$ cat src/rtl/mem_arbiter_pkg.sv
// Shared types for the IF/DM memory arbiter.
package mem_arbiter_pkg;

  typedef logic [31:0] word_t;

  typedef enum logic [1:0] {
    ARB_IDLE  = 2'd0,
    ARB_ISSUE = 2'd1,
    ARB_WAIT  = 2'd2
  } arb_state_t;

  typedef enum logic {
    OWNER_IF = 1'b0,
    OWNER_DM = 1'b1
  } arb_owner_t;

  typedef struct packed {
    logic       we;
    logic [3:0] be;
    word_t      addr;
    word_t      wdata;
  } mem_req_t;

  localparam logic [3:0] BE_FULL = 4'hF;

  // Memory is word addressed; byte offset bits are dropped.
  function automatic word_t word_align(input word_t a);
    return {a[31:2], 2'b00};
  endfunction

endpackage

$ cat src/rtl/mem_watchdog.sv
// Transaction timeout counter: cleared when a transaction is issued,
// counts while one is outstanding, flags expiry at TIMEOUT-1.
module mem_watchdog #(
  parameter int unsigned TIMEOUT = 16
) (
  input  logic clk,
  input  logic resetn,
  input  logic clear,
  input  logic run,
  output logic expired
);

  localparam logic [7:0] LAST = 8'(TIMEOUT - 1);

  logic [7:0] r_count;

  // Count outstanding cycles, saturating at the expiry value.
  always_ff @(posedge clk or negedge resetn) begin
    if (!resetn) begin
      r_count <= '0;
    end else if (clear) begin
      r_count <= '0;
    end else if (run && (r_count != LAST)) begin
      r_count <= r_count + 8'd1;
    end
  end

  assign expired = run && (r_count == LAST);

endmodule

$ cat src/rtl/mem_arbiter.sv
// Arbitrates the fetch (IF) and load/store (DM) ports onto one
// single-port memory, one transaction outstanding at a time.
module mem_arbiter
  import mem_arbiter_pkg::*;
#(
  parameter int unsigned TIMEOUT    = 16,
  parameter int unsigned FAIR_LIMIT = 4
) (
  input  logic        clk,
  input  logic        resetn,
  input  logic        if_req,
  input  logic [31:0] if_addr,
  output logic        if_gnt,
  output logic        if_rvalid,
  output logic [31:0] if_rdata,
  output logic        if_err,
  input  logic        dm_req,
  input  logic        dm_we,
  input  logic [3:0]  dm_be,
  input  logic [31:0] dm_addr,
  input  logic [31:0] dm_wdata,
  output logic        dm_gnt,
  output logic        dm_rvalid,
  output logic [31:0] dm_rdata,
  output logic        dm_err,
  output logic        mem_req,
  output logic        mem_we,
  output logic [3:0]  mem_be,
  output logic [31:0] mem_addr,
  output logic [31:0] mem_wdata,
  input  logic        mem_gnt,
  input  logic        mem_rvalid,
  input  logic [31:0] mem_rdata,
  input  logic        mem_err
);

  localparam logic [3:0] FAIR_MAX = 4'(FAIR_LIMIT);

  arb_state_t r_state;
  arb_owner_t r_owner;
  mem_req_t   r_mem;
  logic       r_mem_req;
  logic [3:0] r_streak;

  logic       r_if_rvalid;
  word_t      r_if_rdata;
  logic       r_if_err;
  logic       r_dm_rvalid;
  word_t      r_dm_rdata;
  logic       r_dm_err;

  logic       w_idle;
  logic       w_fair_block;
  logic       w_dm_win;
  logic       w_if_win;
  logic       w_grant;
  logic       w_busy;
  logic       w_done;
  logic       w_expired;
  logic       w_abort;
  mem_req_t   w_new_req;

  // Grants are only offered in IDLE; reset also masks them so every
  // output is quiet while resetn is low.
  assign w_idle       = resetn && (r_state == ARB_IDLE);
  assign w_fair_block = if_req && (r_streak == FAIR_MAX);
  assign w_dm_win     = w_idle && dm_req && !w_fair_block;
  assign w_if_win     = w_idle && if_req && !w_dm_win;
  assign w_grant      = w_dm_win || w_if_win;

  assign w_busy  = (r_state == ARB_ISSUE) || (r_state == ARB_WAIT);
  assign w_done  = ((r_state == ARB_ISSUE) && mem_gnt && mem_rvalid) ||
                   ((r_state == ARB_WAIT) && mem_rvalid);
  // A real response in the expiry cycle takes precedence over the abort.
  assign w_abort = w_expired && !w_done;

  // Build the memory request for whichever port wins this cycle.
  always_comb begin
    w_new_req = '0;
    if (w_dm_win) begin
      w_new_req.we    = dm_we;
      w_new_req.be    = dm_we ? dm_be : BE_FULL;
      w_new_req.addr  = word_align(dm_addr);
      w_new_req.wdata = dm_wdata;
    end else begin
      w_new_req.we    = 1'b0;
      w_new_req.be    = BE_FULL;
      w_new_req.addr  = word_align(if_addr);
      w_new_req.wdata = '0;
    end
  end

  mem_watchdog #(
    .TIMEOUT (TIMEOUT)
  ) u_watchdog (
    .clk     (clk),
    .resetn  (resetn),
    .clear   (w_grant),
    .run     (w_busy),
    .expired (w_expired)
  );

  // Transaction sequencer: IDLE -> ISSUE -> WAIT -> IDLE.
  always_ff @(posedge clk or negedge resetn) begin
    if (!resetn) begin
      r_state   <= ARB_IDLE;
      r_owner   <= OWNER_IF;
      r_mem     <= '0;
      r_mem_req <= 1'b0;
    end else begin
      case (r_state)
        ARB_IDLE: begin
          if (w_grant) begin
            r_mem     <= w_new_req;
            r_owner   <= w_dm_win ? OWNER_DM : OWNER_IF;
            r_mem_req <= 1'b1;
            r_state   <= ARB_ISSUE;
          end
        end
        ARB_ISSUE: begin
          if (w_done || w_abort) begin
            r_mem_req <= 1'b0;
            r_state   <= ARB_IDLE;
          end else if (mem_gnt) begin
            r_mem_req <= 1'b0;
            r_state   <= ARB_WAIT;
          end
        end
        ARB_WAIT: begin
          if (w_done || w_abort) begin
            r_state <= ARB_IDLE;
          end
        end
        default: begin
          r_mem_req <= 1'b0;
          r_state   <= ARB_IDLE;
        end
      endcase
    end
  end

  // Consecutive DM wins while IF waits; IF is forced through at the limit.
  always_ff @(posedge clk or negedge resetn) begin
    if (!resetn) begin
      r_streak <= '0;
    end else if (w_dm_win) begin
      if (!if_req) begin
        r_streak <= '0;
      end else if (r_streak != FAIR_MAX) begin
        r_streak <= r_streak + 4'd1;
      end
    end else if (w_if_win) begin
      r_streak <= '0;
    end
  end

  // Route a completed or aborted transaction back to its owner as a pulse.
  always_ff @(posedge clk or negedge resetn) begin
    if (!resetn) begin
      r_if_rvalid <= 1'b0;
      r_if_rdata  <= '0;
      r_if_err    <= 1'b0;
      r_dm_rvalid <= 1'b0;
      r_dm_rdata  <= '0;
      r_dm_err    <= 1'b0;
    end else begin
      r_if_rvalid <= 1'b0;
      r_dm_rvalid <= 1'b0;
      if (w_done || w_abort) begin
        if (r_owner == OWNER_DM) begin
          r_dm_rvalid <= 1'b1;
          r_dm_rdata  <= w_abort ? '0 : mem_rdata;
          r_dm_err    <= w_abort ? 1'b1 : mem_err;
        end else begin
          r_if_rvalid <= 1'b1;
          r_if_rdata  <= w_abort ? '0 : mem_rdata;
          r_if_err    <= w_abort ? 1'b1 : mem_err;
        end
      end
    end
  end

  assign if_gnt    = w_if_win;
  assign dm_gnt    = w_dm_win;
  assign if_rvalid = r_if_rvalid;
  assign if_rdata  = r_if_rdata;
  assign if_err    = r_if_err;
  assign dm_rvalid = r_dm_rvalid;
  assign dm_rdata  = r_dm_rdata;
  assign dm_err    = r_dm_err;
  assign mem_req   = r_mem_req;
  assign mem_we    = r_mem.we;
  assign mem_be    = r_mem.be;
  assign mem_addr  = r_mem.addr;
  assign mem_wdata = r_mem.wdata;

endmodule

$ cat config.mk
export PLATFORM = sky130hd
export DESIGN_NAME = mem_arbiter
export DESIGN_NICKNAME = d
export VERILOG_FILES = /design/src/rtl/mem_arbiter_pkg.sv /design/src/rtl/mem_watchdog.sv /design/src/rtl/mem_arbiter.sv
export SDC_FILE = /design/constraint.sdc
export NUM_CORES = 1
export LEC_CHECK = 0
export ABC_AREA = 1
export CAP_MARGIN = 20
export CORE_ASPECT_RATIO = 1.75
export CORE_MARGIN = 5
export CORE_UTILIZATION = 28
export DETAILED_ROUTE_END_ITERATION = 10
export GPL_ROUTABILITY_DRIVEN = 0
export GPL_TIMING_DRIVEN = 0
export PLACE_DENSITY = 0.54
export SYNTH_ARGS = -nofsm -noshare
export SYNTH_HDL_FRONTEND = slang
export SYNTH_SLANG_ARGS = --single-unit
$ cat constraint.sdc
create_clock -name clk -period 3.2 [get_ports clk]
set_input_delay 0.64 -clock clk [delete_from_list [all_inputs] [get_ports clk]]
set_output_delay 0.64 -clock clk [all_outputs]
set_load 0.01 [all_outputs]
==> results of run 1 <==
## final cells by class
type                       count  area, um2
inverter                      29        109
timing repair buffer         274       2770
buffer                        40        270
clock buffer                  19        453
clock inverter                13        200
sequential                   151       3780
tap                          296        370
fill                        2186      12100
multi-input combinational    418       2140
## cells by family after synthesis
group,Yosys count,synth area share (%)
and+or+nand+nor,293,19.7
other,1,0.0596
adders and majority gates,6,1.19
buffers and inverters,70,6.04
AOI/OAI and AO/OA,116,12.8
DFF,151,60.0
xor gates and xnor gates,1,0.139
## metal layers
layer,GRT usage [%],wire (um)
met1,18.0,7810
met2,32.0,12100
met5,0,0
met4,5.32,383
met3,4.40,1310
## state kept, by name, summed over array words and instances, names as in the netlist
signal              count
if_err                  1
if_rdata               32
dm_err                  1
r_owner                 1
mem_wdata              32
mem_addr               30
mem_req                 1
mem_we                  1
mem_be                  4
dm_rvalid               1
u_watchdog.r_count      8
if_rvalid               1
r_state                 2
r_streak                4
dm_rdata               32
## power groups by stage
stage	combinational, mW	sequential [mW]	clock, mW
global route	4.37	3.32	2.38
CTS	4.12	3.21	2.31
detailed placement	4.10	3.22	0
finish	4.02	3.20	2.25
floorplan	1.38	3.57	0
global placement	4.08	3.22	0
## layout by cell type (no fill, tap or decap), drive strengths merged
cell / count
o22ai: 5
dfrtp: 151
buf: 33
nor3b: 1
inv: 30
clkinvlp: 1
clkinv: 6
ha: 6
nand4: 6
xor2: 1
clkbuf: 28
nand3: 74
bufinv: 5
nor3: 4
a22o: 32
nor2: 14
o21ai: 74
nand2: 194
a21oi: 5
clkdlybuf4s50: 272
conb: 2
## metrics by stage
step,hold slack (ns),instance area [um2]
4_1_cts,0.107,10100
2_1_floorplan,0.344,6300
3_3_place_gp,0.462,9400
3_5_place_dp,0.468,9430
5_1_grt,0.127,10100
6_report,0.117,10100
## how the worst max path moves through the flow
stage | startpoint | to | slack (ns) | cells after the start
6_report | r_state[0] | dm_gnt | 0.22 | 8
5_1_grt | r_state[0] | if_gnt | 0.0005 | 9
4_1_cts | r_state[0] | dm_gnt | 0.02 | 9
3_5_place_dp | if_req | if_gnt | -0.13 | 8
3_3_place_gp | resetn | dm_gnt | -6.00 | 8
2_1_floorplan | resetn | if_gnt | 1.15 | 7
## critical path: cells and delay by family, from the launching register on
family        cells  cell delay [ns]
fa+ha+maj         1             0.23
flops             1             0.41
buf+inv           4             0.95
simple gates      3             0.32
## repair_timing
| item | 4_1_cts | 5_1_grt |
|---|---|---|
| gates resized for setup | 5 | 0 |
| pin swaps | 0 | 0 |
| setup endpoints to repair | 2 | 2 |
| hold endpoints to repair | 0 | 0 |
| hold buffers | 0 | 0 |
| cloned | 0 | 0 |
==> impl_metrics.py, run 1 <==
metrics = {
    "sta": {
        "hold_violations": 0,
        "slew_headroom_pct": 56.5,
        "fin_skew_ns": 0.00712,
        "slew_viol_final": 0,
        "tns_ns": 0,
        "layout_setup_ws_ns": 0.216,
        "finalSetupViolCount": 0,
        "tightest_slew_ns": 0.652,
        "fmax_ghz": 0.335,
        "post-route-period-util_pct": 93.3,
        "final.min_clock_period_ns": 2.98,
        "rsz0062_at_grt": "no",
    },
    "power": {
        "share_seq_of_total_power_pct": 33.8,
        "clkPwrFrac_pct": 23.7,
        "p_sw_share_pct": 33.2,
        "p_switching_mw": 3.15,
        "pwr_density_cell_nw_per_um2": 939,
        "p_total_mw": 9.47,
        "p_comb_share_pct": 42.5,
        "intPower_mw": 6.33,
        "ir_worst_vdd_uv": 326,
        "cellLeakagePower_nw": 4.57,
    },
    "worst_setup_path": {
        "setup.worst_path.end_class": "primary output",
        "crit_path_start_kind": "flop",
        "r2r_end": "mem_wdata[24]",
        "critPathArrivalTime_ns": 2.34,
        "worstPathRequired_ns": 2.56,
        "crit_chain": "inv_1 -> ha_2 -> nand2_1 -> nor2_1 -> nand2_2 -> inv_2 -> buf_6 -> clkdlybuf4s50_1",
        "r2r_slack_ns": 1.25,
        "crit_slowest_cell": "clkdlybuf4s50_1",
        "crit_type": "reg -> out",
        "slowest_delay_ns": 0.57,
        "r2r_start": "r_state[0]",
        "path_max_fanout": 19,
        "reg2regPathDepth": 8,
    },
    "placed_design": {
        "place_ws_ns": -0.129,
        "dp_hpwl_mm": 16.3,
        "dpl.cell_count": 1209,
        "port_buffers": 273,
    },
    "finish": {
        "area_growth_pct": 60.3,
        "drive_gt1_share_pct": 10.7,
        "antenna_cells": 0,
        "nets": 1077,
        "finish.utilization_pct": 45.5,
        "fin_cells": 1240,
    },
    "global_routing": {
        "grtUsageTotal_pct": 17.0,
        "grt_max_degree": 107,
        "grt_pass1_wl_mm": 33.4,
        "grt_overflow": 0,
        "antenna_found_initial": 0,
        "grt_pass1_vias": 5772,
    },
    "clock_tree": {
        "clockBufferDepth": 2,
        "post_cts_buffers": 0,
        "cts_max_level": 4,
        "cts_made_buffers": 17,
        "clk_pin_slew_ns": 0.06,
        "clk_latency_ns": 0.42,
        "cts_sinks": 151,
        "cts_root_buf": "clkbuf_16",
        "cts_tree": "yes",
    },
    "routing": {
        "drt_iter0_drc": 272,
        "drc": 0,
        "vias_per_cell": 4.48,
        "ant_nets": 0,
        "num_vias": 5554,
        "totalWireLength_mm": 21.6,
        "wl_per_cell_um": 17.4,
        "first_pass_iters": 4,
    },
    "die": {
        "die_w_um": 123,
        "start_util_pct": 28.4,
        "die_area_um2": 25700,
        "ios": 280,
        "core.rowCount": 72,
        "die_y_um": 208,
        "core_um2": 22200,
    },
    "yosys": {
        "synth_top_cell_by_area": "dfrtp_1",
        "async_reset_ff_share_pct": 100,
        "avgSynthCellArea_um2": 9.87,
        "ys_seq_elements": 151,
        "synthesis.area_um2": 6290,
        "synth-edff-count": 0,
        "ys_warn_count": 0,
        "synth.area.top_cells": "dfrtp_1 60%, nand2_1 11%, nand3_1 5.8%",
        "synth_most_common_cell": "nand2_1",
        "synthTopCellsByCount": "190 x nand2_1, 151 x dfrtp_1, 73 x nand3_1",
        "seq_area_frac_synth_pct": 60.0,
        "synthFlopType": "dfrtp_1",
        "yosysTopAreaCellShare_pct": 60.0,
        "synth_cell_types": 27,
        "syn_inst": 638,
    },
    "outcome": {
        "status": "complete, no violations",
    },
    "job": {
        "maxCapViolCount": 0,
    },
    "min_path": {
        "hp-class": "in -> async",
    },
}
Note: power is estimated with default switching activity, not from simulation.
==> run 2: changes to the inputs <==
--- a/config.mk
+++ b/config.mk
@@ -11,9 +11,10 @@
 export CORE_MARGIN = 5
 export CORE_UTILIZATION = 28
 export DETAILED_ROUTE_END_ITERATION = 10
+export DONT_BUFFER_PORTS = 1
 export GPL_ROUTABILITY_DRIVEN = 0
 export GPL_TIMING_DRIVEN = 0
-export PLACE_DENSITY = 0.54
+export PLACE_DENSITY = 0.38
 export SYNTH_ARGS = -nofsm -noshare
 export SYNTH_HDL_FRONTEND = slang
 export SYNTH_SLANG_ARGS = --single-unit
==> run 2 against run 1 <==
Effect of this change: the run now ends with negative hold slack left; maximum frequency grew 3.7%; die area is the same; total power shrank 21%; cell count shrank 22%.
==> impl_metrics.py, run 2 (synthesized netlist as in run 1, its figures left out) <==
metrics = {
    "outcome": {
        "status": "finished with violations",
        "violations": "negative hold slack",
    },
    "min_path": {
        "hp-class": "in -> async",
    },
    "power": {
        "p_switching_mw": 2.83,
        "share_seq_of_total_power_pct": 51.0,
        "intPower_mw": 4.70,
        "clkPwrFrac_pct": 26.5,
        "p_sw_share_pct": 37.6,
        "cellLeakagePower_nw": 3.47,
        "p_comb_share_pct": 22.5,
        "ir_worst_vdd_uv": 357,
        "pwr_density_cell_nw_per_um2": 1040,
    },
    "sta": {
        "layout_setup_ws_ns": 0.323,
        "hold_violations": 151,
        "fin_skew_ns": 0.00454,
        "final.min_clock_period_ns": 2.88,
        "fmax_ghz": 0.348,
        "slew_viol_final": 0,
        "slew_headroom_pct": 60.1,
        "finalSetupViolCount": 0,
        "rsz0062_at_grt": "no",
        "post-route-period-util_pct": 89.9,
        "tns_ns": 0,
        "holdWs_ns": -0.0888,
        "tightest_slew_ns": 0.599,
    },
    "die": {
        "die_y_um": 208,
        "ios": 280,
        "core.rowCount": 72,
        "start_util_pct": 28.4,
        "die_w_um": 123,
        "core_um2": 22200,
        "die_area_um2": 25700,
    },
    "worst_setup_path": {
        "crit_path_start_kind": "flop",
        "reg2regPathDepth": 10,
        "r2r_slack_ns": 1.20,
        "worstPathRequired_ns": 2.56,
        "critPathArrivalTime_ns": 2.24,
        "path_max_fanout": 10,
        "r2r_end": "mem_be[2]",
        "crit_type": "reg -> out",
        "r2r_start": "r_state[0]",
        "setup.worst_path.end_class": "primary output",
    },
    "global_routing": {
        "antenna_found_initial": 0,
        "grt_overflow": 0,
        "grt_pass1_wl_mm": 29.3,
        "grt_max_degree": 153,
        "grt_pass1_vias": 4904,
        "grtUsageTotal_pct": 15.0,
    },
    "clock_tree": {
        "clk_pin_slew_ns": 0.06,
        "cts_made_buffers": 17,
        "clk_latency_ns": 0.42,
        "cts_tree": "yes",
        "cts_max_level": 4,
        "cts_sinks": 151,
        "clockBufferDepth": 2,
        "cts_root_buf": "clkbuf_16",
    },
    "placed_design": {
        "dp_hpwl_mm": 14.5,
        "place_ws_ns": 0.718,
        "port_buffers": 0,
    },
    "routing": {
        "drc": 0,
        "totalWireLength_mm": 19.1,
        "wl_per_cell_um": 19.7,
        "ant_nets": 0,
        "num_vias": 4648,
        "first_pass_iters": 4,
        "drt_iter0_drc": 202,
        "vias_per_cell": 4.81,
    },
    "finish": {
        "area_growth_pct": 15.2,
        "final_common_cell": "nand2_1",
        "nets": 804,
        "drive_gt1_share_pct": 13.7,
        "layout_common_cells": "190 x nand2_1, 151 x dfrtp_1, 73 x nand3_1",
        "filler_cell_count": 2342,
        "antenna_cells": 0,
    },
    "job": {
        "maxCapViolCount": 0,
    },
}
-- run 2: stage by stage --
stage	instance area, um2	hold slack, ns	std cells	utilization [%]	total power [mW]
finish	7250	-0.0888	966	32.7	7.53
global route	7250	-0.124	966	32.7	8.05
CTS	7250	-0.119	966	32.7	7.68
detailed placement	6670	0.350	935	30.1	5.63
global placement	6670	0.349	935	30.1	5.59
floorplan	6300	0.344	639	-	4.95
-- run 2: how the worst max path moves through the flow --
stage | startpoint | end | slack, ns | depth (start not counted)
2_1_floorplan | resetn | if_gnt | 1.15 | 7
6_report | r_state[0] | if_gnt | 0.32 | 9
3_5_place_dp | r_state[0] | if_gnt | 0.72 | 9
5_1_grt | r_state[0] | if_gnt | 0.15 | 9
4_1_cts | r_state[0] | if_gnt | 0.24 | 9
3_3_place_gp | r_state[0] | if_gnt | 0.77 | 9
-- run 2: critical path: stages, from the launching register on --
cell and delay [ns]:
dfrtp_1 0.40, inv_1 0.09, ha_1 0.24, nand2_1 0.11
nor2_1 0.09, nand2_1 0.16, inv_1 0.13, buf_2 0.25
buf_4 0.24, nor2_1 0.11
-- run 2: power groups by stage --
stage	Clock, mW	Combinational, mW	Sequential [mW]
floorplan	0	1.38	3.57
global placement	0	1.68	3.91
detailed placement	0	1.74	3.89
CTS	2.07	1.74	3.88
global route	2.14	1.96	3.94
finish	2.00	1.69	3.84
-- run 2: layout make-up --
type	instances	area (um2)	area share, %
plain buffers	41	272	3.74
clock buffers	25	495	6.83
clock inverters	6	90.1	1.24
inverters	29	109	1.50
multi-input cells	418	2140	29.5
flip-flops and latches	151	3780	52.1
well taps	296	370	5.11
-- run 2: repair_timing --
item	4_1_cts	5_1_grt
buffers inserted	0	0
hold endpoints to repair	151	151
resized for setup	0	0
-- run 2: routing by layer --
metal / share of wire [%] / GRT usage [%]
met4: 1.6 / 5.28
met3: 9.5 / 5.73
met1: 34 / 15.5
met5: 0 / 0
met2: 55 / 27.0
